$ cat config.mk
export PLATFORM = sky130hd
export DESIGN_NAME = pow_dispatcher
export DESIGN_NICKNAME = d
export VERILOG_FILES = /design/src/rtl/pow_pkg.sv /design/src/rtl/req_fifo.sv /design/src/rtl/pow_dispatcher.sv
export SDC_FILE = /design/constraint.sdc
export NUM_CORES = 1
export LEC_CHECK = 0
export ABC_AREA = 0
export CAP_MARGIN = 20
export CORE_UTILIZATION = 60
export CTS_BUF_LIST = sky130_fd_sc_hd__clkbuf_8
export CTS_CLUSTER_DIAMETER = 40
export CTS_CLUSTER_SIZE = 30
export DETAILED_ROUTE_END_ITERATION = 6
export HOLD_SLACK_MARGIN = 0.05
export PLACE_DENSITY = 0.87
export SLEW_MARGIN = 20
export SYNTH_ARGS = -nofsm -noshare
export SYNTH_HDL_FRONTEND = slang
export SYNTH_HIERARCHICAL = 1
export SYNTH_SLANG_ARGS = --single-unit
$ cat constraint.sdc
create_clock -name clk -period 3.78 [get_ports clk]
set_input_delay 0.945 -clock clk [delete_from_list [all_inputs] [get_ports clk]]
set_output_delay 0.945 -clock clk [all_outputs]
set_load 0.05 [all_outputs]
$ cat src/rtl/pow_pkg.sv
`default_nettype none
// ============================================================================
// Module  : pow_pkg
// Purpose : Shared widths, FSM state encoding and request record for the
//           exponentiator dispatcher.
// Rev     : 1.0  initial release
// ============================================================================
package pow_pkg;

    localparam int X_W     = 16;
    localparam int N_W     = 8;
    localparam int C_TAG_W = 8;

    typedef enum logic [2:0] {
        ST_IDLE   = 3'd0,
        ST_ISSUE  = 3'd1,
        ST_SETTLE = 3'd2,
        ST_BUSY   = 3'd3,
        ST_HOLD   = 3'd4
    } state_t;

    typedef struct packed {
        logic [X_W-1:0]     x;
        logic [N_W-1:0]     n;
        logic [C_TAG_W-1:0] tag;
    } req_t;

endpackage
`default_nettype wire

$ cat src/rtl/req_fifo.sv
`default_nettype none
// ============================================================================
// Module  : req_fifo
// Purpose : Power-of-two circular request queue; occupancy count is the only
//           full/empty discriminator, pointers wrap naturally.
// Rev     : 1.0  initial release
// ============================================================================
module req_fifo #(
    parameter int  DEPTH = 4,
    parameter type T     = logic [7:0]
) (
    input  logic                   clk,
    input  logic                   rst,
    input  logic                   i_push,
    input  logic                   i_pop,
    input  T                       i_data,
    output T                       o_head,
    output logic [$clog2(DEPTH):0] o_level,
    output logic                   o_full,
    output logic                   o_empty
);

    localparam int               PTR_W  = $clog2(DEPTH);
    localparam logic [PTR_W:0]   C_FULL = (PTR_W + 1)'(DEPTH);
    localparam logic [PTR_W:0]   C_ZERO = '0;

    T                 r_mem [DEPTH];
    logic [PTR_W-1:0] r_wr_ptr;
    logic [PTR_W-1:0] r_rd_ptr;
    logic [PTR_W:0]   r_level;
    logic             w_push;
    logic             w_pop;

    // Guard locally so a misbehaving parent cannot corrupt the count.
    assign w_push = i_push && (r_level != C_FULL);
    assign w_pop  = i_pop  && (r_level != C_ZERO);

    always_ff @(posedge clk or posedge rst) begin
        if (rst) begin
            r_wr_ptr <= '0;
            r_rd_ptr <= '0;
            r_level  <= '0;
        end else begin
            if (w_push) begin
                r_wr_ptr <= r_wr_ptr + 1'b1;
            end
            if (w_pop) begin
                r_rd_ptr <= r_rd_ptr + 1'b1;
            end
            case ({w_push, w_pop})
                2'b10:   r_level <= r_level + 1'b1;
                2'b01:   r_level <= r_level - 1'b1;
                default: r_level <= r_level;
            endcase
        end
    end

    always_ff @(posedge clk) begin
        if (w_push) begin
            r_mem[r_wr_ptr] <= i_data;
        end
    end

    assign o_head  = r_mem[r_rd_ptr];
    assign o_level = r_level;
    assign o_full  = (r_level == C_FULL);
    assign o_empty = (r_level == C_ZERO);

endmodule
`default_nettype wire

$ cat src/rtl/pow_dispatcher.sv
`default_nettype none
// ============================================================================
// Module  : pow_dispatcher
// Purpose : Queues tagged x^n requests and feeds them one at a time to a
//           start/ready exponentiator, returning results in request order.
// Rev     : 1.0  initial release
// ============================================================================
module pow_dispatcher
    import pow_pkg::*;
#(
    parameter int DEPTH = 4,
    parameter int TAG_W = 8
) (
    input  logic                   clk,
    input  logic                   rst,
    input  logic                   in_valid,
    output logic                   in_ready,
    input  logic [X_W-1:0]         in_x,
    input  logic [N_W-1:0]         in_n,
    output logic                   pw_start,
    output logic [X_W-1:0]         pw_x,
    output logic [N_W-1:0]         pw_n,
    input  logic                   pw_ready,
    input  logic [X_W-1:0]         pw_out,
    output logic                   res_valid,
    input  logic                   res_ready,
    output logic [X_W-1:0]         res_data,
    output logic [TAG_W-1:0]       res_tag,
    output logic [$clog2(DEPTH):0] level
);

    state_t           r_state;
    state_t           w_next_state;
    logic [TAG_W-1:0] r_tag_cnt;
    logic [TAG_W-1:0] r_tag_inflight;
    logic [X_W-1:0]   r_res_data;
    logic [TAG_W-1:0] r_res_tag;

    logic             w_push;
    logic             w_pop;
    logic             w_full;
    logic             w_empty;
    logic             w_start;
    logic             w_res_valid;
    req_t             w_push_req;
    req_t             w_head;

    assign in_ready   = !w_full;
    assign w_push     = in_valid && in_ready;
    assign w_push_req = '{x: in_x, n: in_n, tag: C_TAG_W'(r_tag_cnt)};

    req_fifo #(
        .DEPTH (DEPTH),
        .T     (req_t)
    ) u_req_fifo (
        .clk     (clk),
        .rst     (rst),
        .i_push  (w_push),
        .i_pop   (w_pop),
        .i_data  (w_push_req),
        .o_head  (w_head),
        .o_level (level),
        .o_full  (w_full),
        .o_empty (w_empty)
    );

    always_ff @(posedge clk or posedge rst) begin
        if (rst) begin
            r_state <= ST_IDLE;
        end else begin
            r_state <= w_next_state;
        end
    end

    always_comb begin
        w_next_state = r_state;
        case (r_state)
            ST_IDLE:   if (!w_empty && pw_ready) w_next_state = ST_ISSUE;
            ST_ISSUE:  w_next_state = ST_SETTLE;
            // Exponentiator ready is stale for one cycle after start.
            ST_SETTLE: w_next_state = ST_BUSY;
            ST_BUSY:   if (pw_ready) w_next_state = ST_HOLD;
            ST_HOLD:   if (res_ready) w_next_state = ST_IDLE;
            default:   w_next_state = ST_IDLE;
        endcase
    end

    always_comb begin
        w_start     = 1'b0;
        w_pop       = 1'b0;
        w_res_valid = 1'b0;
        case (r_state)
            ST_ISSUE: begin
                w_start = 1'b1;
                w_pop   = 1'b1;
            end
            ST_HOLD:  w_res_valid = 1'b1;
            default:  ;
        endcase
    end

    always_ff @(posedge clk or posedge rst) begin
        if (rst) begin
            r_tag_cnt      <= '0;
            r_tag_inflight <= '0;
            r_res_data     <= '0;
            r_res_tag      <= '0;
        end else begin
            if (w_push) begin
                r_tag_cnt <= r_tag_cnt + 1'b1;
            end
            if (r_state == ST_ISSUE) begin
                r_tag_inflight <= TAG_W'(w_head.tag);
            end
            if ((r_state == ST_BUSY) && pw_ready) begin
                r_res_data <= pw_out;
                r_res_tag  <= r_tag_inflight;
            end
        end
    end

    assign pw_start  = w_start;
    assign pw_x      = w_head.x;
    assign pw_n      = w_head.n;
    assign res_valid = w_res_valid;
    assign res_data  = r_res_data;
    assign res_tag   = r_res_tag;

endmodule
`default_nettype wire

# [Word level (Yosys, flattened, before mapping)]
# Memory sizes are Yosys's and may differ from the RTL's.
# Cells that the tools add are included.
[classes] n_eq_ne=11 n_addsub=5 n_reduce_logical=12 n_mux=9
[ops] op="$pmux 3 s5" count=1
[ops] op="$mux 3" count=3
[ops] op="$add 8x1->8 const B" count=1
[ops] op="$eq 3x2->1 const B" count=2
[ops] op="$eq 3x3->1 const B" count=2
[ops] op="$logic_not 3->1" count=2
[ops] op="$ne 2x2->1 const B" count=3
[ops] op="$pmux 3 s2" count=1
[ops] op="$logic_and 1x1->1" count=5
[ops] op="$add 2x1->2 const B" count=2
[ops] op="$mux 1" count=4
[ops] op="$add 3x1->3 const B" count=1
[ops] op="$eq 3x1->1 const B" count=1
[ops] op="$ne 3x3->1 const B" count=1
[ops] op="$reduce_and 3->1" count=1
[ops] op="$reduce_bool 3->1" count=1
[ops] op="$sub 3x1->3 const B" count=1
[ops] op="$eq 2x1->1 const B" count=1
[ops] op="$eq 2x2->1 const B" count=1
[ops] op="$logic_not 1->1" count=2
[ops] op="$reduce_bool 2->1" count=1
[totals] output_inout_bits=54 regBits=50 mem_bits_rw=128 in_bits=45 wordCells=46 n_memories=1
[mem_list] memory="u_req_fifo.r_mem" words=4 word_bits=32 rd=1 rd_clocked_by_memory_dff=0 wr=1 line_no="req_fifo.sv:27" source="T r_mem [DEPTH];"

# [Longest topological paths before layout]
# Gate-level depths: netlist of the first run.
[logic_depth] depth_word=6 mapped_depth=11 ltp_nobuf=10

# [By module]
# Netlist of the first run, hierarchy kept.
[modules_own_cells] module="req_fifo" instances=1 seq_area_each_um2=4018.9 area_per_inst_um2=5094.9 cells_each=206
[modules_own_cells] module="pow_dispatcher" instances=1 seq_area_each_um2=1076.0 area_per_inst_um2=1755.4 cells_each=111

# [Least setup slack after synthesis of the first run]
# No wires, ideal clock.
[synth_timing] kind="input port to flip-flop" startpoint="input in_valid" endpoint="memory u_req_fifo/r_mem[0][0] in the netlist's numbering, enable pin" slack_ns=1.021 n_path_buf=1 arrival_ns=2.367 required_ns=3.388 path_stages=4 setup_ns=0.392 cell_sequence="nor2b_1 > clkbuf_1 > nor2b_2 > and2_1"
[synth_via] elab_chain_cells=4
[synth_lines] element="start, declared" line_no="pow_dispatcher.sv:16" source="input logic in_valid,"
[synth_lines] element="$logic_and 1x1->1" line_no="pow_dispatcher.sv:49" source="assign w_push = in_valid && in_ready;"
[synth_lines] element="net w_push" line_no="pow_dispatcher.sv:39" source="logic w_push;"
[synth_lines] element="$logic_and 1x1->1" line_no="req_fifo.sv:35" source="assign w_push = i_push && (r_level != C_FULL);"
[synth_lines] element="$mux 1" line_no="req_fifo.sv:59" source="if (w_push) begin"
[synth_lines] element="$mux 1 (not written as such)" line_no="req_fifo.sv:60" source="r_mem[r_wr_ptr] <= i_data;"
[synth_lines] element="end, declared" line_no="req_fifo.sv:27"
# The timed path passes the listed nets, and every way through them passes these cells.

# [Worst setup path in the final report of the first run]
[layout_timing] startpoint="register u_req_fifo.r_rd_ptr[0]" endpoint="output pw_x[14]"
[layout_via] elab_chain_cells=1
[layout_lines] element="start, declared" line_no="req_fifo.sv:29" source="logic [PTR_W-1:0] r_rd_ptr;"
[layout_lines] element="start signal, assigned" line_no="req_fifo.sv:48" source="r_rd_ptr <= r_rd_ptr + 1'b1;"
[layout_lines] element="$mem_v2 4x32"
[layout_lines] element="end, declared" line_no="pow_dispatcher.sv:21" source="output logic [X_W-1:0] pw_x,"
# No other way between the ends.

==> flow_metrics.tcl, run 1 <==
set metrics [dict create \
    ant_nets 0 \
    synth_mux_area_frac 0.175 \
    path_class "reg2out" \
    total_leakage_power_nw 3.09 \
    ys_seq_area_frac 0.744 \
    postSynth.asyncResetShare 0.281 \
    final_util 0.763 \
    drt_iter0_markers 176 \
    yosys.area.top_type "edfxtp_1" \
    pin_count 99 \
    worstReg2RegEnd "u_req_fifo/o_level[2]" \
    globalplace.congestion 0.695 \
    avgSynthCellArea_sq_um 21.6 \
    dp.cells 556 \
    crit_path_start "u_req_fifo/r_rd_ptr[0]" \
    clock-root-buffer "clkbuf_8" \
    tns_ns 0 \
    cts_tree "done" \
    die_w_um 109 \
    power_mw 7.73 \
    dpl_worst_slack_ns 0.561 \
    skew_ns 0.00982 \
    crit_fanout 13 \
    grt_overflow_total 0 \
    hold_path.class "reg2reg" \
    ir_drop_v 0.000736 \
    synth.area.top_cells "edfxtp_1 56%, dfrtp_1 18%, mux4_2 9.2%" \
    required_ns 2.83 \
    crit_buf_inv 2 \
    worstMarginPinSlew_ns 0.960 \
    synth_top_area_share 0.561 \
    critPathCapture "pw_x[14]" \
    endpoint_kind "output pin" \
    dp_hpwl_mm 7.90 \
    synthXorXnorAreaFrac 0.0166 \
    start_kind "register" \
    via_count 3243 \
    synth_edf_count 128 \
    clockBufferDepth 2 \
    firstDrtPassIters 4 \
    crit_family "buffers and inverters" \
    setup_viol 0 \
    yosys.cell_types.count 32 \
    dr.max_layer_used "met4" \
    initial_utilization 0.624 \
    cp.depth 3 \
    setup_slack_ns 0.229 \
    synth_top_family_by_area "multiplexers" \
    syn_area_sq_mm 0.00685 \
    drc 0 \
    grt_pass1_vias 3512 \
    dieHeight_um 109 \
    postCtsResizedCells 0 \
    max_freq_mhz 282 \
    finalCriticalPeriod_ns 3.55 \
    slew_headroom 0.356 \
    core_area_sq_mm 0.0110 \
    drv_cap 0 \
    wl_per_cell_um 20.4 \
    synth_warnings 6 \
    synthCells 317 \
    wl_met1_mm 4.51 \
    finalCritPeriodShare 0.939 \
    synth_compound_area_frac 0.00384 \
    cts_setup_buffers 0 \
    cp_slowest_stage_delay_ns 0.72 \
    clk_pin_slew_ns 0.10 \
    pwr_density_cell_mw_per_mm2 922 \
    status "finished clean" \
    postCtsHoldBufs 0 \
    area_growth_pct 22.4 \
    yosys.area_share.simple 0.0214 \
    insertion_delay_ns 0.46 \
    final_cells 588 \
    antenna_found_initial 0 \
    htree_levels 4 \
    synth-seq-cells 178 \
    hold_viol 0 \
    routed_wl_mm 12.0 \
    slowest_stage "clkdlybuf4s50_1" \
    min_path_cells 1 \
    final_nets 487 \
    ys.flop_type "edfxtp_1" \
    portBuffers 98 \
    synthAdderAreaFrac 0.0139 \
    cts_buffers 17 \
    syn_nets 369 \
    reg2reg_depth 8 \
    wl_met3_um 541 \
    clock_sinks 178 \
    row_count 38 \
    drive_above_1_share 0.272 \
    r2r-start "r_state[1]" \
    via_per_inst 5.52 \
    grt_max_degree 33 \
    hp-start "r_state[0]" \
    maxSlewViolCount 0 \
    grt_usage 0.226 \
    grt_pass1_wl_mm 18.5 \
    die-area_sq_mm 0.0118 \
    reg2reg_slack_ns 1.26 \
    cp_cell_sequence "buf_4 > mux4_2 > clkdlybuf4s50_1" \
    grt_setup_unrepaired "false" \
    route.met2.wl_mm 6.68 \
    n_antenna_cell 0 \
    arrival_ns 2.61 \
]
-- power breakdown --
part | internal (mW) | leakage, nW | switching [mW]
clock network | 0.497 | 0.197 | 0.748
logic | 1.41 | 1.13 | 2.01
registers | 2.73 | 1.77 | 0.332
total | 4.64 | 3.09 | 3.09
-- per-stage QoR --
step	hold slack [ns]	cell area, sq um
floorplan	0.455	6850
global placement	0.473	7990
detailed placement	0.476	7990
CTS	0.494	8380
global route	0.530	8380
finish	0.489	8380
-- cells in the mapped netlist (3+ instances only) --
| cell | instances |
|---|---|
| nand2_1 | 4 |
| mux2_2 | 15 |
| mux4_1 | 4 |
| xnor2_1 | 9 |
| and2_1 | 4 |
| xor2_1 | 4 |
| mux2_4 | 19 |
| edfxtp_1 | 128 |
| inv_1 | 11 |
| mux4_2 | 28 |
| buf_6 | 4 |
| buf_12 | 3 |
| ha_1 | 6 |
| buf_2 | 4 |
| nand4_1 | 4 |
| dfrtp_1 | 50 |
-- worst min path at each step --
| stage | end | slack (ns) |
|---|---|---|
| global placement | r_state[0] | 0.47 |
| detailed placement | r_state[0] | 0.48 |
| global route | res_data[7] | 0.53 |
| CTS | r_state[0] | 0.49 |
| floorplan | r_state[0] | 0.46 |
| finish | r_state[0] | 0.49 |
-- state kept, by name, summed over array words and instances (netlist names) --
name	cells
res_data	16
r_state	3
r_tag_cnt	8
r_tag_inflight	8
u_req_fifo/r_rd_ptr	2
u_req_fifo/r_mem	128
u_req_fifo/r_wr_ptr	2
u_req_fifo/o_level	3
res_tag	8
-- routing by layer --
layer | track usage | up-vias
li1 | - | 1480
met2 | 0.405 | 98
met4 | 0.106 | 0
met5 | 0 | -
met3 | 0.0652 | 15
met1 | 0.246 | 1650
-- area by class of cell --
cell class              count  area (sq um)
clock buffers              17           234
multi-input cells         115          1590
well taps                 140           175
clock inverters            15           158
inverters                  11          41.3
repair buffers            112          1090
fillers                   579          2600
flip-flops and latches    178          5100
-- cells by family (layout without fill, tap and decap cells) --
family,after synthesis,count (layout)
xor gates and xnor gates,13,13
muxes,67,67
and+or+nand+nor,24,24
AOI/OAI and AO/OA,4,4
adders and majority gates,7,7
buffers and inverters,24,155
DFF,178,178
-- placed cells by master, fill, tap and decap left out, drive strengths merged, types with 4 or more instances in the layout --
cell           netlist  final
and2                 4      4
buf                 11     21
clkbuf               2     17
clkdlybuf4s50        0     91
clkinv               0      6
dfrtp               50     50
edfxtp             128    128
ha                   6      6
inv                 11     19
mux2                34     34
mux4                32     32
nand2                4      4
nand4                4      4
xnor2                9      9
xor2                 4      4
No activity file was read; power rests on OpenSTA's default activity.
==> inputs of run 2 (changes only) <==
- CORE_UTILIZATION: 60 -> 61
- PLACE_DENSITY: 0.87 -> 0.88
- SYNTH_HIERARCHICAL: 1 -> not set
==> run 2 against run 1 <==
Clock power is 12% higher. Register-to-register slack gained 0.04 ns. Synthesized area increased by 1.1%. Worst setup slack got worse by 0.047 ns.
==> flow_metrics.tcl, run 2 <==
set metrics [dict create \
    status "finished clean" \
    dp_hpwl_mm 7.40 \
    register_area_sq_mm 0.00510 \
    syn_nets 389 \
    critPathCapture "pw_x[11]" \
    worstMarginPinSlew_ns 0.866 \
    seqPwrFrac 0.394 \
    crit_family "buffers and inverters" \
    min_path_cells 1 \
    wl_per_cell_um 20.8 \
    nFillCells 597 \
    core_area_sq_mm 0.0109 \
    endpoint_kind "output pin" \
    final_cell_mix "128 x edfxtp_1, 97 x clkdlybuf4s50_1, 49 x dfrtp_1, 32 x mux2_2, 22 x mux4_2" \
    yosys.area.top_type "edfxtp_1" \
    antenna_found_initial 0 \
    via_per_inst 5.65 \
    tns_ns 0 \
    ir_drop_v 0.000595 \
    cp.depth 3 \
    multi_input_area_sq_mm 0.00154 \
    cts_setup_buffers 0 \
    required_ns 2.83 \
    setup_viol 0 \
    drive_above_1_share 0.238 \
    crit_fanout 19 \
    portBuffers 98 \
    cts_tree "done" \
    arrival_ns 2.65 \
    drt_iter0_markers 179 \
    crit_path_start "u_req_fifo.r_rd_ptr[0]" \
    final_nets 480 \
    p_int_mw 4.76 \
    pin_count 99 \
    n_antenna_cell 0 \
    grt_setup_unrepaired "false" \
    power_frac_clock 0.181 \
    maxSlewViolCount 0 \
    r2r-start "u_req_fifo.o_level[0]" \
    slowest_stage "clkdlybuf4s50_1" \
    finalCritPeriodShare 0.952 \
    via_count 3281 \
    insertion_delay_ns 0.45 \
    skew_ns 0.0104 \
    drv_cap 0 \
    area_growth_pct 20.5 \
    postCtsResizedCells 0 \
    avgSynthCellArea_sq_um 20.5 \
    hold_viol 0 \
    grt_max_degree 34 \
    die-area_sq_mm 0.0118 \
    grt_pass1_wl_mm 18.3 \
    final_cells 581 \
    total_leakage_power_nw 3.04 \
    reg2reg_slack_ns 1.30 \
    cp_slowest_stage_delay_ns 0.73 \
    pwr-share-comb 0.425 \
    max_freq_mhz 278 \
    clockBufferDepth 2 \
    synth_common_cells "128 x edfxtp_1, 50 x dfrtp_1, 32 x mux2_2" \
    start_kind "register" \
    drc 0 \
    grt_pass1_vias 3447 \
    cts_buffers 17 \
    grt_overflow_total 0 \
    clock-root-buffer "clkbuf_8" \
    hold_path.class "reg2reg" \
    clk_pin_slew_ns 0.09 \
    top_register "u_req_fifo.r_mem" \
    dp.cells 549 \
    synth_warnings 0 \
    worstReg2RegEnd "u_req_fifo.o_level[2]" \
    postCtsHoldBufs 0 \
    grt_usage 0.220 \
    htree_levels 4 \
    syn_area_sq_mm 0.00692 \
    dieHeight_um 109 \
    routed_wl_mm 12.1 \
    finalCriticalPeriod_ns 3.60 \
    yosys.cell_types.count 32 \
    postSynth.asyncResetShare 0.281 \
    ys_seq_area_frac 0.736 \
    pwr_density_cell_mw_per_mm2 927 \
    row_count 38 \
    crit_buf_inv 2 \
    synth_top_area_share 0.555 \
    initial_utilization 0.633 \
    ant_nets 0 \
    p_switching_mw 2.97 \
    synth.area.top_cells "edfxtp_1 56%, dfrtp_1 18%, mux4_2 7.2%" \
    synth_edf_count 128 \
    synth-seq-cells 178 \
    clock_sinks 178 \
    p_sw_frac 0.384 \
    ys.flop_type "edfxtp_1" \
    slew_headroom 0.423 \
    synth.most_common_cell "edfxtp_1" \
    firstDrtPassIters 4 \
    largest_reg_flops 128 \
    globalplace.congestion 0.652 \
    cp_cell_sequence "buf_12 > mux4_2 > clkdlybuf4s50_1" \
    die_w_um 109 \
    mostFrequentLayoutCell "edfxtp_1" \
    synthCells 337 \
    path_class "reg2out" \
    reg2reg_depth 9 \
]
run 2: cell count changes after synthesis, moves of 3 or more:
cell | before | now
mux2_2 | 15 | 32
buf_4 | 0 | 26
nand4_1 | 4 | 1
and2_1 | 4 | 1
nand3_1 | 0 | 4
mux4_1 | 4 | 10
buf_2 | 4 | 7
buf_6 | 4 | 1
and3_1 | 2 | 7
mux2_4 | 19 | 2
mux4_2 | 28 | 22
inv_1 | 11 | 7
run 2: per-stage QoR:
stage                util  total power [mW]  area, sq um  hold WS [ns]  worst slack [ns]
floorplan               -              5.55         6920         0.455              1.23
global placement    0.723              6.26         7900         0.470             0.659
detailed placement  0.723              6.38         7900         0.494             0.643
CTS                 0.763              7.79         8340         0.510             0.126
global route        0.763              8.05         8340         0.522            0.0678
finish              0.763              7.73         8340         0.511             0.182
run 2: kinds of logic after synthesis:
group                      Yosys count  synth area share
DFF                                178             0.736
AOI/OAI and AO/OA                    3           0.00253
and+or+nand+nor                     26            0.0219
muxes                               67             0.167
xor gates and xnor gates            13            0.0164
adders and majority gates            7            0.0137
buffers and inverters               43            0.0421
run 2: layer usage:
| layer | track usage | routed length [um] | up-vias |
|---|---|---|---|
| met3 | 0.0615 | 466 | 15 |
| met2 | 0.364 | 6560 | 71 |
| met5 | 0 | 0 | - |
| met4 | 0.0705 | 159 | 0 |
| li1 | - | - | 1469 |
| met1 | 0.285 | 4920 | 1726 |
run 2: how the worst min path moves through the flow:
stage	start	slack (ns)	endpoint
after floorplan	r_state[0]	0.46	r_state[0]
final	res_data[2]	0.51	res_data[2]
after CTS	r_state[0]	0.51	r_state[0]
after global placement	r_state[0]	0.47	r_state[0]
after detailed placement	res_data[2]	0.49	res_data[2]
after global routing	res_data[2]	0.52	res_data[2]
run 2: power by group through the flow:
stage	logic [mW]	registers [mW]	clock network, mW
floorplan	2.07	3.48	0
finish	3.28	3.05	1.40
global route	3.45	3.10	1.49
global placement	3.24	3.02	0
CTS	3.32	3.05	1.42
detailed placement	3.30	3.08	0
run 2: final cells by class:
type,instances,area share
Timing Repair Buffer,107,0.127
Clock buffer,17,0.0281
Clock inverter,15,0.0242
Tap cell,140,0.0210
Multi-Input combinational cell,116,0.185
Inverter,8,0.00360
Sequential cell,178,0.611
==> RTL change 1: new RTL, flow settings as in run 2 <==
Encoding of `state_t`: now Gray code (3 bits for 5 states).
--- a/src/rtl/pow_pkg.sv
+++ b/src/rtl/pow_pkg.sv
@@ -13,9 +13,9 @@
 
     typedef enum logic [2:0] {
-        ST_IDLE   = 3'd0,
-        ST_ISSUE  = 3'd1,
-        ST_SETTLE = 3'd2,
-        ST_BUSY   = 3'd3,
-        ST_HOLD   = 3'd4
+        ST_IDLE   = 3'b000,
+        ST_ISSUE  = 3'b001,
+        ST_SETTLE = 3'b011,
+        ST_BUSY   = 3'b010,
+        ST_HOLD   = 3'b110
     } state_t;
 
Check against the original RTL: no difference found for any inputs over 4 cycles, from zero or initial values and one cycle with rst high; so few cycles prove little.
==> RTL change 1 against run 2 <==
- power decreased by 3.8%
- synthesized area increased by 0.20%
- die area up 0.19%
- critical path depth fell by 1
- register-to-register slack improved by 0.21 ns
- sequential cell count stayed put
- setup slack gained 0.11 ns
- final area is 0.53% lower
- combinational power fell by 3%
- wire length increased by 4.6%
- critical path type unchanged
- highest routed layer unchanged
==> RTL change 1: results (changes against run 2) <==
<table>
<tr><th>Metric</th><th>Value</th></tr>
<tr><th colspan="2">Synthesis</th></tr>
<tr><td>Number of distinct library cell variants in the gate-level netlist after synthesis</td><td>34 (was 32)</td></tr>
<tr><td>Synth Net Count</td><td>388 (was 389)</td></tr>
<tr><td>Multiplexer fraction of the synthesized cell area</td><td>16.7% (about the same)</td></tr>
<tr><td>List of most frequent post-synthesis cells</td><td>sky130_fd_sc_hd__edfxtp_1 (128), sky130_fd_sc_hd__dfrtp_1 (50), sky130_fd_sc_hd__mux2_2 (32) (unchanged)</td></tr>
<tr><td>Synthesized-area fraction occupied by ao, oa, aoi and oai cells</td><td>0.361% (was 0.253%)</td></tr>
<tr><td>Avg Cell Area, Syn</td><td>20.6 sq um (was 20.5 sq um)</td></tr>
<tr><td>Cells taking the most area after synthesis</td><td>sky130_fd_sc_hd__edfxtp_1 (55%), sky130_fd_sc_hd__dfrtp_1 (18%), sky130_fd_sc_hd__mux4_2 (7.1%) (was sky130_fd_sc_hd__edfxtp_1 (56%), sky130_fd_sc_hd__dfrtp_1 (18%), sky130_fd_sc_hd__mux4_2 (7.2%))</td></tr>
<tr><th colspan="2">Detailed routing</th></tr>
<tr><td>Routed length per placed instance</td><td>21.7 microns (was 20.8 microns)</td></tr>
<tr><td>Via count</td><td>3,342 (was 3,281)</td></tr>
<tr><td>Detail-routed via count per cell</td><td>5.73 (was 5.65)</td></tr>
<tr><td>Count of routing violations after the opening detailed-route iteration</td><td>176 (was 179)</td></tr>
<tr><th colspan="2">Global route</th></tr>
<tr><td>Pin count of the biggest net entering global routing</td><td>33 (was 34)</td></tr>
<tr><td>Met2 capacity usage during global routing</td><td>40.1% (was 36.4%)</td></tr>
<tr><td>Via count of the first global-routing pass</td><td>3,596 (was 3,447)</td></tr>
<tr><td>Wire length of the first global-routing pass</td><td>19,100 microns (was 18,300 microns)</td></tr>
<tr><td>Met3 usage</td><td>6.34% (was 6.15%)</td></tr>
<tr><th colspan="2">Placed design</th></tr>
<tr><td>Placed standard-cell area</td><td>7940 sq um (was 7900 sq um)</td></tr>
<tr><td>Pre-CTS setup slack</td><td>0.527 ns (was 0.643 ns)</td></tr>
<tr><td>Detailed placer's ending HPWL</td><td>8140 microns (was 7400 microns)</td></tr>
<tr><td>Cell count after placement</td><td>551 (was 549)</td></tr>
<tr><th colspan="2">Worst setup path</th></tr>
<tr><td>CP max FO</td><td>25 (was 19)</td></tr>
<tr><th colspan="2">Power</th></tr>
<tr><td>Max IR drop VDD</td><td>0.474 mV (was 0.595 mV)</td></tr>
<tr><td>Leakage</td><td>0.00303 uW (was 0.00304 uW)</td></tr>
<tr><th colspan="2">Final layout</th></tr>
<tr><td>Proportion of layout cells with a drive suffix above 1</td><td>23.7% (was 23.8%)</td></tr>
<tr><th colspan="2">Timing</th></tr>
<tr><td>Clock skew</td><td>0.00847 ns (was 0.0104 ns)</td></tr>
<tr><th colspan="2">Status</th></tr>
<tr><td>Run status</td><td>completed (unchanged)</td></tr>
</table>
[RTL change 1: final cells by class]
type	count	area, sq um
clock buffer	17	234
tap	140	175
sequential	178	5100
timing repair buffer	110	1070
fill	578	2640
clock inverter	15	121
multi-input combinational	115	1570
inverter	8	30.0
[RTL change 1: cell families after synthesis]
family	after synthesis
buffers and inverters	43
adders and majority gates	7
xor gates and xnor gates	13
AOI/OAI and AO/OA	4
and+or+nand+nor	24
muxes	67
DFF	178
[RTL change 1: metal layers]
layer,part of all wire [%],up-vias,wire length (microns)
met2,54,119,6900
met3,5.9,31,743
met4,2.3,0,291
met1,37,1722,4730
met5,0,-,0
li1,-,1470,-
[RTL change 1: report_power, final]
group	total (uW)	internal (uW)	leakage [uW]	switching, uW
logic	3170	1280	0.00106	1890
registers	3100	2720	0.00178	379
clock network	1160	515	0.000188	647
total	7440	4520	0.00303	2920
[RTL change 1: critical path, cell delays in order (launching register included)]
cell and delay, ns:
sky130_fd_sc_hd__dfrtp_4 0.73, sky130_fd_sc_hd__mux4_1 0.62, sky130_fd_sc_hd__clkdlybuf4s50_1 0.71
[RTL change 1: path summary, 6_finish.rpt]
check	start	endpoint	slack, ns	depth (start not counted)
min	res_data[12]	res_data[12]	0.51	1
max in group asynchronous	rst	u_req_fifo.r_rd_ptr[0]	2.18	3
max	u_req_fifo.r_rd_ptr[0]	pw_n[2]	0.29	2
max reg2reg	u_req_fifo.o_level[0]	u_req_fifo.o_level[2]	1.51	9
min in group asynchronous	rst	r_tag_cnt[3]	0.82	2
min reg2reg	res_data[12]	res_data[12]	0.51	1
[RTL change 1: repair_timing]
| action | CTS | global route |
|---|---|---|
| resized for setup | 0 | 1 |
| endpoints found under the hold margin | 0 | 0 |
| setup endpoints to repair | 0 | 7 |
==> RTL change 2: new RTL, flow settings as in run 2 <==
Made on the original files. The package constant `X_W` goes from 16 to 20.
--- a/src/rtl/pow_pkg.sv
+++ b/src/rtl/pow_pkg.sv
@@ -8,5 +8,5 @@
 package pow_pkg;
 
-    localparam int X_W     = 16;
+    localparam int X_W     = 20;
     localparam int N_W     = 8;
     localparam int C_TAG_W = 8;
Ports: changed (resized in_x, pw_out, pw_x and res_data); port bits go from 99 to 115. No check against the original RTL was run, so the function may have changed too.
==> RTL change 2 against run 2 <==
- register-to-register slack improved by 0.14 ns
- final area increased by 11%
- power rose by 10%
- sequential cell count up 20
- synthesized area up 11%
- setup slack improved by 0.016 ns
- wire length rose by 4.7%
- die area increased by 11%
- highest routed layer unchanged
- core utilization decreased by 0.11 points
- count of clock-buffer cells in the layout is 1 higher
==> RTL change 2: results (changes against run 2) <==
<table>
<tr><th>Metric</th><th>Value</th></tr>
<tr><th colspan="2">Placed design</th></tr>
<tr><td>Placed standard-cell area</td><td>8850 sq um (was 7900 sq um)</td></tr>
<tr><td>Pre-CTS setup slack</td><td>0.665 ns (was 0.643 ns)</td></tr>
<tr><td>Cell count after placement</td><td>622 (was 549)</td></tr>
<tr><td>GP Congestion</td><td>0.691 (was 0.652)</td></tr>
<tr><th colspan="2">Worst hold path</th></tr>
<tr><td>Startpoint of the worst hold path</td><td>r_state[0] (was res_data[2])</td></tr>
<tr><td>End of the worst hold path</td><td>r_state[0] (was res_data[2])</td></tr>
<tr><th colspan="2">Detailed routing</th></tr>
<tr><td>DR pass1 iterations</td><td>5 (was 4)</td></tr>
<tr><td>Routed length per placed instance</td><td>19.4 microns (was 20.8 microns)</td></tr>
<tr><td>Met2 routed wirelength</td><td>7000 microns (was 6560 microns)</td></tr>
<tr><td>Count of routing violations after the opening detailed-route iteration</td><td>262 (was 179)</td></tr>
<tr><td>Detail-routed via count per cell</td><td>5.50 (was 5.65)</td></tr>
<tr><th colspan="2">Global route</th></tr>
<tr><td>Met2 capacity usage during global routing</td><td>37.0% (was 36.4%)</td></tr>
<tr><td>Met1 Use GR</td><td>26.7% (was 28.5%)</td></tr>
<tr><td>Global-route total usage across every layer</td><td>21.6% (was 22.0%)</td></tr>
<tr><th colspan="2">Power</th></tr>
<tr><td>Leakage</td><td>0.00337 uW (was 0.00304 uW)</td></tr>
<tr><td>Max IR drop VDD</td><td>0.510 mV (was 0.595 mV)</td></tr>
<tr><th colspan="2">Worst setup path</th></tr>
<tr><td>Critical R2R Launch</td><td>r_state[2] (was u_req_fifo.o_level[0])</td></tr>
<tr><td>Crit-path max cell delay</td><td>0.86 ns (was 0.73 ns)</td></tr>
<tr><td>Data arrival time of the critical path</td><td>2.64 ns (was 2.65 ns)</td></tr>
<tr><td>CP max FO</td><td>28 (was 19)</td></tr>
<tr><td>Crit path from</td><td>u_req_fifo.r_rd_ptr[1] (was u_req_fifo.r_rd_ptr[0])</td></tr>
<tr><th colspan="2">Final layout</th></tr>
<tr><td>Net count, final</td><td>533 (was 480)</td></tr>
<tr><td>Proportion of layout cells with a drive suffix above 1</td><td>25.5% (was 23.8%)</td></tr>
<tr><td>Flip-flop count of the largest register, all copies and words added</td><td>144 (was 128)</td></tr>
<tr><th colspan="2">Status</th></tr>
<tr><td>Run status</td><td>completed (unchanged)</td></tr>
<tr><th colspan="2">Synthesis</th></tr>
<tr><td>Synthesized instance count</td><td>370 (was 337)</td></tr>
<tr><th colspan="2">Timing</th></tr>
<tr><td>Tightest slew margin relative to the limit</td><td>50.8% (was 42.3%)</td></tr>
</table>
-- RTL change 2: cell types whose count changed in the layout (fill, tap and decap cells not counted), moves of 2 or more --
cell	change
sky130_fd_sc_hd__clkdlybuf4s50_1	+17
sky130_fd_sc_hd__edfxtp_1	+16
sky130_fd_sc_hd__mux2_4	+14
sky130_fd_sc_hd__mux4_2	+13
sky130_fd_sc_hd__mux2_2	-10
sky130_fd_sc_hd__mux4_1	-9
sky130_fd_sc_hd__dfrtp_1	+3
sky130_fd_sc_hd__inv_1	+3
sky130_fd_sc_hd__inv_6	-3
sky130_fd_sc_hd__and3_1	-2
sky130_fd_sc_hd__and3_2	+2
-- RTL change 2: power groups by stage --
| stage | registers (uW) | clock network [uW] | logic (uW) |
|---|---|---|---|
| CTS | 3380 | 1390 | 3830 |
| finish | 3380 | 1350 | 3770 |
| global placement | 3380 | 0 | 3740 |
| detailed placement | 3430 | 0 | 3800 |
| floorplan | 3880 | 0 | 2420 |
| global route | 3450 | 1470 | 3970 |
-- RTL change 2: cell families after synthesis --
kind of cell             Yosys count  synth area share (%)
flip-flops                       198                  73.7
multiplexers                      75                  17.0
buffers and inverters             48                  4.29
AND/OR/NAND/NOR                   26                  2.03
XOR/XNOR                          13                  1.48
adder cells (fa/ha/maj)            7                  1.23
AO/OA/AOI/OAI                      3                 0.227
-- RTL change 2: final cells by class --
| type | instances | area, sq um | share of cell area, % |
|---|---|---|---|
| Clock inverter | 14 | 161 | 1.74 |
| Sequential cell | 198 | 5680 | 61.3 |
| Multi-Input combinational cell | 124 | 1710 | 18.4 |
| Timing Repair Buffer | 124 | 1230 | 13.3 |
| Tap cell | 168 | 210 | 2.27 |
| Inverter | 8 | 30.0 | 0.324 |
| Clock buffer | 18 | 248 | 2.67 |
